==> src/rtl/rs_syndrome_calc_par.sv <==
// rs_syndrome_calc_par: P-parallel RS(544,522) GF(2^10) syndrome calculator, double-buffered ahead of the riBM solver
module rs_syndrome_calc_par #(
  parameter int N  = 544,
  parameter int T  = 11,
  parameter int W  = 10,
  parameter int P  = 4,
  parameter int CW = 8
) (
  input  logic         clk_i,
  input  logic         rst_i,
  input  logic [W-1:0] sym_i [P],
  input  logic         sym_valid_i,
  input  logic         sym_sop_i,
  output logic         sym_ready_o,
  input  logic         solver_busy_i,
  output logic [W-1:0] syn_o [2*T+1],
  output logic         syn_valid_o,
  output logic         start_o,
  output logic         err_free_o,
  output logic         abort_o
);
  localparam int NB = N / P;
  localparam logic [CW-1:0] LAST = CW'(NB - 1);
  localparam logic [W-1:0] POLY = W'(9);
  if (N % P != 0 || NB - 1 >= 2 ** CW) begin : g_bad_param
    $error("rs_syndrome_calc_par: N must be a multiple of P and N/P-1 must fit in CW bits");
  end
  function automatic logic [W-1:0] gf_mul(input logic [W-1:0] a, input logic [W-1:0] b);
    logic [W-1:0] r;
    r = '0;
    for (int i = W - 1; i >= 0; i--) r = {r[W-2:0], 1'b0} ^ (r[W-1] ? POLY : '0) ^ (b[i] ? a : '0);
    return r;
  endfunction
  function automatic logic [W-1:0] gf_pow(input int e);
    logic [W-1:0] r;
    r = W'(1);
    for (int i = 0; i < e; i++) r = gf_mul(r, W'(2));
    return r;
  endfunction
  logic [W-1:0] acc_q [2*T];
  logic [W-1:0] acc_d [2*T];
  logic [W-1:0] syn_q [2*T];
  logic [CW-1:0] beat_cnt_q, beat_cnt_d;
  logic in_frame_q, in_frame_d, pending_q, pending_d, acc_full_q, acc_full_d;
  logic err_free_q, abort_q, abort_d, any_nz;
  logic accept, take, complete, load;
  assign accept   = sym_valid_i && sym_ready_o;
  assign take     = accept && (sym_sop_i || in_frame_q);
  assign complete = accept && !sym_sop_i && in_frame_q && beat_cnt_q == LAST;
  assign start_o  = pending_q && !solver_busy_i;
  // A finished result takes the output buffer if it is free or being vacated this cycle
  assign load     = (complete && (!pending_q || start_o)) || (acc_full_q && !pending_q);
  for (genvar j = 1; j <= 2 * T; j++) begin : g_syn
    localparam logic [W-1:0] AP = gf_pow(j * P);
    logic [W-1:0] term [P];
    logic [W-1:0] sum;
    for (genvar k = 0; k < P; k++) begin : g_term
      localparam logic [W-1:0] AK = gf_pow(j * (P - 1 - k));
      assign term[k] = gf_mul(sym_i[k], AK);
    end
    always_comb begin
      sum = '0;
      for (int k = 0; k < P; k++) sum ^= term[k];
    end
    assign acc_d[j-1] = take ? ((sym_sop_i ? '0 : gf_mul(acc_q[j-1], AP)) ^ sum) : acc_q[j-1];
    assign syn_o[j] = syn_q[j-1];
  end
  assign syn_o[0] = '0;
  always_comb begin
    any_nz = 1'b0;
    for (int j = 0; j < 2 * T; j++) any_nz |= |acc_d[j];
  end
  always_comb begin
    in_frame_d = (accept && sym_sop_i) ? 1'b1 : complete ? 1'b0 : in_frame_q;
    beat_cnt_d = (accept && sym_sop_i) ? CW'(1) : complete ? '0 :
                 (accept && in_frame_q) ? beat_cnt_q + CW'(1) : beat_cnt_q;
    abort_d    = accept && sym_sop_i && in_frame_q && beat_cnt_q != '0;
    pending_d  = load ? 1'b1 : start_o ? 1'b0 : pending_q;
    acc_full_d = (complete && pending_q && !start_o) ? 1'b1 : (acc_full_q && !pending_q) ? 1'b0 : acc_full_q;
  end
  always_ff @(posedge clk_i) begin
    if (rst_i) begin
      acc_q      <= '{default: '0};
      syn_q      <= '{default: '0};
      beat_cnt_q <= '0;
      in_frame_q <= 1'b0;
      pending_q  <= 1'b0;
      acc_full_q <= 1'b0;
      err_free_q <= 1'b0;
      abort_q    <= 1'b0;
    end else begin
      acc_q      <= acc_d;
      beat_cnt_q <= beat_cnt_d;
      in_frame_q <= in_frame_d;
      pending_q  <= pending_d;
      acc_full_q <= acc_full_d;
      abort_q    <= abort_d;
      if (load) begin
        syn_q      <= acc_d;
        err_free_q <= !any_nz;
      end
    end
  end
  assign sym_ready_o = !acc_full_q;
  assign syn_valid_o = pending_q;
  assign err_free_o  = err_free_q;
  assign abort_o     = abort_q;
endmodule

==> config.mk <==
export PLATFORM = sky130hd
export DESIGN_NAME = rs_syndrome_calc_par
export DESIGN_NICKNAME = d
export VERILOG_FILES = /design/src/rtl/rs_syndrome_calc_par.sv
export SDC_FILE = /design/constraint.sdc
export NUM_CORES = 2
export LEC_CHECK = 0
export BUFFER_PORTS_ARGS = -buffer_cell sky130_fd_sc_hd__buf_4
export CORE_MARGIN = 5
export CORE_UTILIZATION = 65
export DETAILED_ROUTE_END_ITERATION = 12
export HOLD_SLACK_MARGIN = 0.06
export PLACE_DENSITY = 0.84
export SETUP_SLACK_MARGIN = 0.15
export SYNTH_ARGS = -nofsm -noshare
export SYNTH_HDL_FRONTEND = slang
export SYNTH_SLANG_ARGS = --single-unit
export TNS_END_PERCENT = 50
==> constraint.sdc <==
create_clock -name clk_i -period 10 [get_ports clk_i]
set_input_delay 1.5 -clock clk_i [delete_from_list [all_inputs] [get_ports clk_i]]
set_output_delay 1.5 -clock clk_i [all_outputs]
set_load 0.01 [all_outputs]
==> run_results.csv <==
group,metric,value,unit
run_status,status,"finished, final reports clean",
power_and_ir_drop,p_sw_frac,0.461,
grt,grt_pass1_vias,27300,
power_and_ir_drop,ir_worst_vdd,203,uV
clocking,postCtsSetupBuffers,0,
routing,vias,29600,
grt,grt_usage,0.462,
grt,grt_pass1_wl,193,mm
die,placementRows,84,
synthesis,yosysMostFrequentCell,"xnor2_1",
critical_path,critPathKind,"input port to flop",
clocking,cts.sinks,453,
power_and_ir_drop,power_frac_seq,0.211,
clocking,cts-root-buf,"clkbuf_16",
synthesis,synth-edff-count,0,
synthesis,ys_types,69,
placed_design,portBuffers,269,
die,core,0.0524,mm2
synthesis,ys_async_sr_fraction,0,
timing,rsz0062_at_grt,"no",
synthesis,syn_avg_cell_area,8.95,um2
synthesis,synthTopCellsByArea,"dfxtp_1, xnor2_1, xnor3_1, nor2_1, xor2_1",
synthesis,synthFlopType,"dfxtp_1",
job,drv_cap,0,
worst_hold_path,hp-class,"flop to flop",
finish,syn2layout_area_growth,11.5,%
synthesis,yosysSeqAreaShare,0.265,
power_and_ir_drop,p_comb_frac,0.618,
power_and_ir_drop,p_per_area,309,mW/mm2
power_and_ir_drop,p_leak,15.3,nW
synthesis,synth_top_cells_by_count,"xnor2_1, nor2_1, dfxtp_1",
timing,drv_slew,0,
synthesis,ys_ff_latch,453,
clocking,clock_path_buffers,3,
timing,post-route-period-util,0.560,
clocking,htreeDepth,2,
placed_design,gp_congestion,1.13,
clocking,cts_tree,"yes",
timing,finalSetupViolations,0,
timing,finalHoldViolations,0,
grt,antenna_found_initial,8,
timing,tightest_slew,1300,ps
clocking,cts_resized,0,
critical_path,worstPathRequired,10540,ps
routing,vias_per_cell,6.34,
critical_path,critPathArrivalTime,6140,ps
power_and_ir_drop,netSwitchingPower,5.43,mW
critical_path,startpoint_type,"input port",
die,die_area,0.0574,mm2
placed_design,dp_hpwl,103,mm
grt,use_met2,0.659,
die,die_y,240,um
critical_path,path_max_fanout,70,
routing,drc_errors,0,
synthesis,syn_inst,3828,
timing,fmax,179,MHz
finish,final_nets,3975,
routing,postRouteAntennaNets,0,
timing,whs,464,ps
grt,grt_max_degree,118,
critical_path,crit_path_end_kind,"flop",
finish,drive_above_1_share,0.119,
synthesis,synth_top_area_cell,"dfxtp_1",
finish,fin_util,0.728,
clocking,cts_hold_buf,0,
timing,period_minus_slack,5600,ps
routing,dr.pass1.iters,9,
grt,top_usage_layer,"met2",
synthesis,synth_area,0.0343,mm2
grt,grtUsageMet1,0.600,
timing,max-slew-margin-rel,0.129,
routing,routedWlPerCell,29.5,um
power_and_ir_drop,internal_power,6.36,mW
grt,use_met3,0.163,
synthesis,yosysWarningCount,0,
clocking,cts_buffers,50,
clocking,clk_pin_slew,70,ps
grt,overflow,0,
power_and_ir_drop,pwr-share-clk,0.170,
timing,fin_skew,27.5,ps
synthesis,yosysTopAreaCellShare,0.265,
die,die_w,240,um
die,start_util,0.653,
routing,wl,138,mm
timing,setup_tns,0,ps
clocking,clk-insertion-delay-late,630,ps
routing,first_iter_violations,4162,
die,io_pins,280,
## power by group through the flow
stage | Clock, mW | Sequential, mW | Combinational, mW
after detailed placement | 0 | 2.51 | 6.95
after CTS | 2.00 | 2.47 | 7.01
after global placement | 0 | 2.50 | 6.87
after floorplan | 0 | 2.32 | 5.14
final | 2.01 | 2.49 | 7.29
after global routing | 2.08 | 2.52 | 7.54
## state kept, by name, summed over array words and instances (netlist names)
name         cells
acc_q          220
syn_o          220
beat_cnt_q       8
abort_o          1
acc_full_q       1
err_free_o       1
in_frame_q       1
syn_valid_o      1
## metrics by stage
step	power, mW	cells	area [um2]	worst slack (ps)
6_report	11.8	4660	38200	4400
5_1_grt	12.1	4655	38200	4280
4_1_cts	11.5	4654	38200	4610
3_5_place_dp	9.46	4563	36400	3980
3_3_place_gp	9.38	4563	36400	3930
2_1_floorplan	7.46	3837	34300	5070
## logic make-up after synthesis
logic type               Yosys count  share of synthesized area
adder cells (fa/ha/maj)            2                   0.000730
XOR/XNOR                        1342                      0.434
AO/OA/AOI/OAI                    503                     0.0914
other                              1                   0.000109
multiplexers                     104                     0.0307
buffers and inverters            327                     0.0411
flip-flops                       453                      0.265
AND/OR/NAND/NOR                 1096                      0.137
## path summary, 6_finish.rpt
path                      startpoint                 endpoint  slack, ps  cells after the start
max                        sym_sop_i  err_free_o$_SDFFE_PP0P_       4400                     12
min          syn_o[215]$_SDFFE_PP0P_  syn_o[215]$_SDFFE_PP0P_        460                      2
max reg2reg  in_frame_q$_SDFFE_PP0P_  err_free_o$_SDFFE_PP0P_       5220                     10
min reg2reg  syn_o[215]$_SDFFE_PP0P_  syn_o[215]$_SDFFE_PP0P_        460                      2
## layout by cell type, fill, tap and decap left out, types with 9 or more instances in the layout
cell and instances:
a211oi_1 142, a21oi_1 202, and2_1 26, and3_1 23
buf_4 320, clkbuf_16 50, conb_1 10, dfxtp_1 453
inv_1 40, mux2_2 9, mux2i_1 95, nand2_1 127
nand2b_1 14, nand3_1 40, nand4_1 33, nor2_1 716
nor2b_1 12, nor3_1 44, nor4_1 12, o211ai_1 17
o21a_1 15, o21ai_0 74, or4_1 11, xnor2_1 860
xnor2_2 23, xnor2_4 9, xnor3_1 174, xor2_1 247
xor3_1 17
## worst max-delay path: stages
cell and delay, ps:
buf_6 430, or2_2 450, nand2_4 400, buf_4 500, a21o_1 250, a211oi_1 530
nand4_1 370, or4_1 650, nor4b_1 290, nor4bb_1 310, nand4_1 180, o41ai_2 210
## area by class of cell
type	count	area, um2
Multi-Input combinational cell	3057	23900
Fill cell	3934	14200
Sequential cell	453	9070
Timing Repair Buffer	325	2480
Clock buffer	64	1370
Tap cell	688	861
Clock inverter	27	387
Inverter	41	154
Antenna cell	5	12.5
## layer usage
layer / part of all wire / vias to the layer above / wire length [um]
met5: 0.00025 / - / 34
met4: 0.078 / 4 / 10700
met3: 0.14 / 479 / 19500
met2: 0.41 / 2199 / 56400
met1: 0.37 / 14100 / 50900
li1: - / 12800 / -
No activity file was read; power rests on OpenSTA's default activity.
